**src/rtl/trig_sequencer_pkg.sv**
```systemverilog
// Shared constants, types and helpers for the master trigger sequencer.
//   CH_COMMA : idle comma word (K28.5), sent with tokcomma=1
//   HDR_SIG  : header signature carried in W0[15:4]
//   src_e    : trigger source codes carried in W0[1:0]
//   state_e  : sequencer FSM states
//   link_word_t : link word payload (data + comma flag)
package trig_sequencer_pkg;

    localparam int unsigned DATA_W = 16;
    localparam int unsigned PER_W  = 24;
    localparam int unsigned SIG_W  = 12;

    localparam logic [DATA_W-1:0] CH_COMMA = 16'h00BC;
    localparam logic [SIG_W-1:0]  HDR_SIG  = 12'hF00;
    localparam logic [DATA_W-1:0] CNT_MAX  = 16'hFFFF;

    typedef enum logic [1:0] {
        SRC_NONE = 2'b00,
        SRC_SUM  = 2'b01,
        SRC_SOFT = 2'b10,
        SRC_PER  = 2'b11
    } src_e;

    typedef enum logic [1:0] {
        ST_IDLE = 2'b00,
        ST_HDR  = 2'b01,
        ST_TOK  = 2'b10,
        ST_DEAD = 2'b11
    } state_e;

    typedef struct packed {
        logic [DATA_W-1:0] data;
        logic              comma;
    } link_word_t;

    localparam link_word_t LINK_IDLE = '{data: CH_COMMA, comma: 1'b1};

    // Header word W0 = {HDR_SIG, 2'b00, src}
    function automatic logic [DATA_W-1:0] hdr_word(input src_e src);
        return {HDR_SIG, 2'b00, src};
    endfunction

endpackage

```
**src/rtl/trig_period_gen.sv**
```systemverilog
// Periodic trigger generator.
//   clk, reset : master clock, synchronous active-high reset
//   en_i       : generator enable
//   period_i   : interval in clk cycles; 0 disables and holds the count at 0
//   tick_c     : combinational tick, high in the cycle the count sits at period-1
module trig_period_gen
    import trig_sequencer_pkg::*;
(
    input  logic             clk,
    input  logic             reset,
    input  logic             en_i,
    input  logic [PER_W-1:0] period_i,
    output logic             tick_c
);

    localparam logic [PER_W-1:0] PER_ONE  = PER_W'(1);
    localparam logic [PER_W-1:0] PER_ZERO = PER_W'(0);

    logic [PER_W-1:0] count_q;
    logic [PER_W-1:0] count_d;
    logic             run;

    assign run    = en_i && (period_i != PER_ZERO);
    assign tick_c = run && (count_q == (period_i - PER_ONE));

    // Count up while running, wrap to 0 on tick, park at 0 when stopped
    always_comb begin
        count_d = count_q;
        if (!run) begin
            count_d = PER_ZERO;
        end else if (tick_c) begin
            count_d = PER_ZERO;
        end else begin
            count_d = count_q + PER_ONE;
        end
    end

    always_ff @(posedge clk) begin
        if (reset) begin
            count_q <= PER_ZERO;
        end else begin
            count_q <= count_d;
        end
    end

endmodule

```
**src/rtl/trig_sequencer.sv**
```systemverilog
// Master trigger sequencer for the 64-channel sum path.
// Arbitrates sum / software / periodic triggers, sends a 2-word frame
// (header, token) on the comma/data link, then holds off for dead_time cycles.
//   clk, reset   : master clock, synchronous active-high reset
//   trig_sum     : sum trigger pulse (highest priority)
//   soft_req     : software trigger pulse
//   per_enable   : periodic generator enable
//   per_period   : periodic interval in cycles, 0 = off
//   inhibit      : level, blocks all new requests
//   dead_time    : dead-time length after the frame
//   token_reset  : pulse, clears the token counter
//   tokdata      : link word
//   tokcomma     : 1 = tokdata is comma
//   busy         : high outside IDLE
//   token        : token of the next frame
//   lost_cnt     : saturating count of dropped sum triggers
module trig_sequencer
    import trig_sequencer_pkg::*;
(
    input  logic              clk,
    input  logic              reset,
    input  logic              trig_sum,
    input  logic              soft_req,
    input  logic              per_enable,
    input  logic [PER_W-1:0]  per_period,
    input  logic              inhibit,
    input  logic [DATA_W-1:0] dead_time,
    input  logic              token_reset,
    output logic [DATA_W-1:0] tokdata,
    output logic              tokcomma,
    output logic              busy,
    output logic [DATA_W-1:0] token,
    output logic [DATA_W-1:0] lost_cnt
);

    localparam logic [DATA_W-1:0] D_ONE  = DATA_W'(1);
    localparam logic [DATA_W-1:0] D_ZERO = DATA_W'(0);

    state_e            state_q,    state_d;
    src_e              src_q,      src_d;
    link_word_t        link_q,     link_d;
    logic              busy_q,     busy_d;
    logic [DATA_W-1:0] token_q,    token_d;
    logic [DATA_W-1:0] lost_q,     lost_d;
    logic [DATA_W-1:0] dead_cnt_q, dead_cnt_d;
    logic              pend_soft_q, pend_soft_d;
    logic              pend_per_q,  pend_per_d;

    logic per_tick_c;
    logic sum_new;
    logic soft_new;
    logic per_new;
    logic req_soft;
    logic req_per;
    logic lost_inc;

    trig_period_gen u_period_gen (
        .clk      (clk),
        .reset    (reset),
        .en_i     (per_enable),
        .period_i (per_period),
        .tick_c   (per_tick_c)
    );

    // Inhibit discards new requests outright; pending bits survive it
    assign sum_new  = trig_sum   && !inhibit;
    assign soft_new = soft_req   && !inhibit;
    assign per_new  = per_tick_c && !inhibit;
    assign req_soft = soft_new || pend_soft_q;
    assign req_per  = per_new  || pend_per_q;

    // A sum trigger is lost whenever it cannot start a frame immediately
    assign lost_inc = trig_sum && (inhibit || (state_q != ST_IDLE));

    // Next-state, arbitration and link word selection
    always_comb begin
        state_d     = state_q;
        src_d       = src_q;
        link_d      = LINK_IDLE;
        token_d     = token_q;
        lost_d      = lost_q;
        dead_cnt_d  = dead_cnt_q;
        pend_soft_d = pend_soft_q;
        pend_per_d  = pend_per_q;

        case (state_q)
            ST_IDLE: begin
                if (!inhibit) begin
                    if (sum_new) begin
                        state_d     = ST_HDR;
                        src_d       = SRC_SUM;
                        pend_soft_d = req_soft;
                        pend_per_d  = req_per;
                    end else if (req_soft) begin
                        state_d     = ST_HDR;
                        src_d       = SRC_SOFT;
                        pend_soft_d = 1'b0;
                        pend_per_d  = req_per;
                    end else if (req_per) begin
                        state_d     = ST_HDR;
                        src_d       = SRC_PER;
                        pend_per_d  = 1'b0;
                    end
                end
            end
            ST_HDR: begin
                link_d  = '{data: hdr_word(src_q), comma: 1'b0};
                state_d = ST_TOK;
            end
            ST_TOK: begin
                link_d     = '{data: token_q, comma: 1'b0};
                token_d    = token_q + D_ONE;
                dead_cnt_d = dead_time;
                state_d    = (dead_time == D_ZERO) ? ST_IDLE : ST_DEAD;
            end
            ST_DEAD: begin
                if (dead_cnt_q <= D_ONE) begin
                    state_d = ST_IDLE;
                end else begin
                    dead_cnt_d = dead_cnt_q - D_ONE;
                end
            end
            default: begin
                state_d = ST_IDLE;
            end
        endcase

        // Requests arriving during a frame queue one deep
        if (state_q != ST_IDLE) begin
            if (soft_new) begin
                pend_soft_d = 1'b1;
            end
            if (per_new) begin
                pend_per_d = 1'b1;
            end
        end

        // Token reset overrides the TOK increment
        if (token_reset) begin
            token_d = D_ZERO;
        end

        if (lost_inc && (lost_q != CNT_MAX)) begin
            lost_d = lost_q + D_ONE;
        end

        busy_d = (state_d != ST_IDLE);
    end

    always_ff @(posedge clk) begin
        if (reset) begin
            state_q     <= ST_IDLE;
            src_q       <= SRC_NONE;
            link_q      <= LINK_IDLE;
            busy_q      <= 1'b0;
            token_q     <= D_ZERO;
            lost_q      <= D_ZERO;
            dead_cnt_q  <= D_ZERO;
            pend_soft_q <= 1'b0;
            pend_per_q  <= 1'b0;
        end else begin
            state_q     <= state_d;
            src_q       <= src_d;
            link_q      <= link_d;
            busy_q      <= busy_d;
            token_q     <= token_d;
            lost_q      <= lost_d;
            dead_cnt_q  <= dead_cnt_d;
            pend_soft_q <= pend_soft_d;
            pend_per_q  <= pend_per_d;
        end
    end

    assign tokdata  = link_q.data;
    assign tokcomma = link_q.comma;
    assign busy     = busy_q;
    assign token    = token_q;
    assign lost_cnt = lost_q;

endmodule

```
**config.mk**
```make
export PLATFORM = sky130hd
export DESIGN_NAME = trig_sequencer
export DESIGN_NICKNAME = d
export VERILOG_FILES = /design/src/rtl/trig_sequencer_pkg.sv /design/src/rtl/trig_period_gen.sv /design/src/rtl/trig_sequencer.sv
export SDC_FILE = /design/constraint.sdc
export NUM_CORES = 1
export LEC_CHECK = 0
export BUFFER_PORTS_ARGS = -buffer_cell sky130_fd_sc_hd__buf_2
export CORE_ASPECT_RATIO = 0.5
export CORE_MARGIN = 4
export CORE_UTILIZATION = 40
export CTS_BUF_LIST = sky130_fd_sc_hd__clkbuf_2
export DETAILED_ROUTE_END_ITERATION = 16
export GPL_ROUTABILITY_DRIVEN = 0
export PLACE_DENSITY = 0.57
export SYNTH_ARGS = -nofsm -noshare
export SYNTH_HDL_FRONTEND = slang
export SYNTH_SLANG_ARGS = --single-unit
```
**constraint.sdc**
```tcl
create_clock -name clk -period 3.8 [get_ports clk]
set_clock_uncertainty 0.2 [all_clocks]
set_input_delay 0.76 -clock clk [delete_from_list [all_inputs] [get_ports clk]]
set_output_delay 0.76 -clock clk [all_outputs]
set_load 0.05 [all_outputs]
```
==> impl_metrics.sql <==
INSERT INTO impl_metrics (metric_group, metric, value, unit) VALUES
('global_route', 'groute.usage.overall', '17.27', '%'),
('clock_network', 'ctsResizeCount', '0', ''),
('die', 'effective_utilization_at_floorplan', '40.93', '%'),
('finish', 'area_taken_by_multi_input_logic_gates', '3098', 'sq um'),
('power_and_ir_drop', 'ir_drop', '0.1470', 'mV'),
('clock_network', 'worst_skew_pair.late_latency', '620', 'ps'),
('finish', 'ff_latch_area', '1922', 'sq um'),
('route', 'drt-met1-wl', '6466', 'um'),
('die', 'io_pins', '97', ''),
('sta', 'setup_repair_after_global_routing_missed_its_margin', 'false', ''),
('synth', 'avgSynthCellArea', '8.263', 'sq um'),
('synth', 'synthesis.yosys.warnings', '0', ''),
('synth', 'ys_async_sr_fraction', '0', '%'),
('route', 'route.detailed.vias_per_inst', '5.259', ''),
('route', 'routed-wl-met2', '5685', 'um'),
('route', 'detailroute.wirelength.met3', '630', 'um'),
('clock_network', 'cts_tree', 'yes', ''),
('critical_path', 'rr_startpoint', 'dead_cnt_q[6]', ''),
('synth', 'unique_cell_type_count_in_the_yosys_netlist', '58', ''),
('power_and_ir_drop', 'power', '0.001933', 'W'),
('synth', 'dominant_cells_by_area_after_synthesis', 'sky130_fd_sc_hd__dfxtp_1, sky130_fd_sc_hd__xnor2_1, sky130_fd_sc_hd__xor2_1, sky130_fd_sc_hd__nor2_1, sky130_fd_sc_hd__nor3_1', ''),
('synth', 'synthesized_area', '5197', 'sq um'),
('route', 'wl_per_cell', '14.37', 'um'),
('critical_path', 'worstSetupPathType', 'in -> reg', ''),
('power_and_ir_drop', 'internal_power', '0.001285', 'W'),
('route', 'drt_iter0_drc', '275', ''),
('finish', 'antennaDiodeCount', '0', ''),
('critical_path', 'crit_start', 'per_period[3]', ''),
('synth', 'syn_nets', '687', ''),
('power_and_ir_drop', 'net-switching-power', '0.0006484', 'W'),
('sta', 'hold_violations', '0', ''),
('route', 'sum_of_routed_wire_length_over_all_layers', '12830', 'um'),
('place', 'port-buffer-count', '96', ''),
('die', 'chipHeight', '88.61', 'um'),
('critical_path', 'element_type_at_the_critical_path_start', 'input pin', ''),
('clock_network', 'clock_sinks', '96', ''),
('sta', 'fmax', '335.6', 'MHz'),
('power_and_ir_drop', 'p_clk_share', '27.5', '%'),
('clock_network', 'clock_transition_at_the_registers_of_the_reported_paths', '360', 'ps'),
('sta', 'slew_violations', '0', ''),
('finish', 'fin_nets', '776', ''),
('critical_path', 'crit_required', '4080', 'ps'),
('sta', 'timing_worst_slew_pin_value', '665.7', 'ps'),
('critical_path', 'critPathCaptureType', 'flop', ''),
('finish', 'leading_cell_types_in_the_layout_fill_and_taps_excluded', 'sky130_fd_sc_hd__dfxtp_1, sky130_fd_sc_hd__buf_2, sky130_fd_sc_hd__nor2_1, sky130_fd_sc_hd__nor3_1, sky130_fd_sc_hd__xnor2_1', ''),
('sta', 'final-setup-viol-count', '0', ''),
('place', 'place_hpwl', '9521', 'um'),
('die', 'core-area', '12700', 'sq um'),
('route', 'detail-route-antenna-nets', '0', ''),
('finish', 'drive_above_1_share', '18.81', '%'),
('die', 'num_rows', '29', ''),
('global_route', 'first_global_vias', '4294', ''),
('run_status', 'run_status', 'finished, final reports clean', ''),
('clock_network', 'ctsHtreeMaxLevel', '3', ''),
('clock_network', 'cts_buffer_depth', '2', ''),
('route', 'route.detailed.drc', '0', ''),
('clock_network', 'clock-root-buffer', 'sky130_fd_sc_hd__clkbuf_2', ''),
('run', 'drv_cap', '0', ''),
('global_route', 'grt_start_max_net_pins', '34', ''),
('clock_network', 'holdBufCountCts', '0', ''),
('die', 'die-area', '14990', 'sq um'),
('die', 'die-width', '169.2', 'um'),
('synth', 'syn-instance-count', '629', ''),
('power_and_ir_drop', 'power_density', '322.8', 'nW/um^2'),
('critical_path', 'highest_net_fanout_along_the_worst_path', '30', ''),
('power_and_ir_drop', 'power_leakage', '2.264', 'nW'),
('hold_path', 'timing.hold.worst.start', 'dead_time[6]', ''),
('power_and_ir_drop', 'p_seq_share', '54.8', '%'),
('global_route', 'number_of_antenna_violations_at_the_first_check_in_global_routing', '0', ''),
('route', 'dr_total_vias', '4696', ''),
('global_route', 'first_pass_grt_wire_length', '21150', 'um');
## power by group through the flow
| stage | sequential (W) | combinational, W | clock (W) |
|---|---|---|---|
| 6_report | 0.00106 | 0.000343 | 0.000531 |
| 5_1_grt | 0.00107 | 0.000384 | 0.000584 |
| 4_1_cts | 0.00106 | 0.000344 | 0.000558 |
| 3_5_place_dp | 0.00108 | 0.000343 | 0 |
| 3_3_place_gp | 0.00108 | 0.000341 | 0 |
| 2_1_floorplan | 0.00111 | 0.000205 | 0 |
## worst max-delay path, cell delays in order
cell and delay, ps:
sky130_fd_sc_hd__buf_2 130, sky130_fd_sc_hd__or4_1 580, sky130_fd_sc_hd__buf_4 190, sky130_fd_sc_hd__nor3_4 190, sky130_fd_sc_hd__xnor2_1 90, sky130_fd_sc_hd__or4_1 490, sky130_fd_sc_hd__nor4_1 260, sky130_fd_sc_hd__and4_1 270
sky130_fd_sc_hd__buf_12 200, sky130_fd_sc_hd__o21ai_0 100
## stage by stage
step	worst slack, ps	utilization [%]	std cells	cell area [sq um]	hold WS, ps
final	820.6	47.15	893	5988	178.7
after global placement	221.4	46.12	877	5857	264.6
after CTS	874.6	47.15	893	5988	129.7
after global routing	726.6	47.15	893	5988	157.0
after floorplan	423.4	-	629	5197	256.1
after detailed placement	220.0	46.12	877	5857	271.3
## logic make-up after synthesis
family	Yosys count	share of synthesized area [%]
AND/OR/NAND/NOR	290	29.10
AO/OA/AOI/OAI	100	12.64
flip-flops	96	36.98
XOR/XNOR	81	13.65
buffers and inverters	43	3.418
adder cells (fa/ha/maj)	11	2.648
multiplexers	8	1.565
## registers in the layout (all words and copies together), names as in the netlist
signal                flops
busy                      1
src_q                     2
tokdata                  16
dead_cnt_q               16
tokcomma                  1
token                    16
pend_soft_q               1
state_q                   2
u_period_gen.count_q     24
lost_cnt                 16
pend_per_q                1
## cell usage after synthesis, types with 2 or more instances
cell type	n
sky130_fd_sc_hd__a2111oi_0	2
sky130_fd_sc_hd__a211o_1	2
sky130_fd_sc_hd__a211oi_1	10
sky130_fd_sc_hd__a21o_1	2
sky130_fd_sc_hd__a21oi_1	20
sky130_fd_sc_hd__a221oi_1	2
sky130_fd_sc_hd__a22oi_1	3
sky130_fd_sc_hd__a31oi_1	5
sky130_fd_sc_hd__and2_1	6
sky130_fd_sc_hd__and3_1	9
sky130_fd_sc_hd__and4_1	6
sky130_fd_sc_hd__buf_1	3
sky130_fd_sc_hd__buf_4	2
sky130_fd_sc_hd__clkbuf_1	21
sky130_fd_sc_hd__dfxtp_1	96
sky130_fd_sc_hd__ha_1	11
sky130_fd_sc_hd__inv_1	14
sky130_fd_sc_hd__mux2i_1	7
sky130_fd_sc_hd__nand2_1	40
sky130_fd_sc_hd__nand2b_1	15
sky130_fd_sc_hd__nand3_1	23
sky130_fd_sc_hd__nand3b_1	4
sky130_fd_sc_hd__nand4_1	16
sky130_fd_sc_hd__nor2_1	72
sky130_fd_sc_hd__nor2b_1	5
sky130_fd_sc_hd__nor3_1	41
sky130_fd_sc_hd__nor3b_1	3
sky130_fd_sc_hd__nor4_1	18
sky130_fd_sc_hd__o211ai_1	3
sky130_fd_sc_hd__o21ai_0	26
sky130_fd_sc_hd__o22ai_1	6
sky130_fd_sc_hd__o31a_1	7
sky130_fd_sc_hd__o31ai_1	2
sky130_fd_sc_hd__or2_2	7
sky130_fd_sc_hd__or3_1	15
sky130_fd_sc_hd__or4_1	4
sky130_fd_sc_hd__xnor2_1	41
sky130_fd_sc_hd__xor2_1	40
## area by class of cell
class	count	area share (%)
flip-flops and latches	96	32.09
repair buffers	106	9.486
well taps	170	3.552
clock buffers	9	0.7522
clock inverters	7	1.442
inverters	15	0.9402
multi-input cells	490	51.73
## per-layer routing
layer	vias up	track usage, %
li1	2415	-
met1	2179	24.04
met2	98	27.80
met3	4	4.016
met4	0	3.506
met5	-	0
## final timing paths
path,end,slack [ps],depth (start not counted)
worst min register to register,pend_per_q,320,1
worst max register to register,dead_cnt_q[15],1130,7
worst max-delay path,state_q[1],820,10
worst min-delay path,dead_cnt_q[6],180,3
Note: power is estimated with default switching activity, not from simulation.
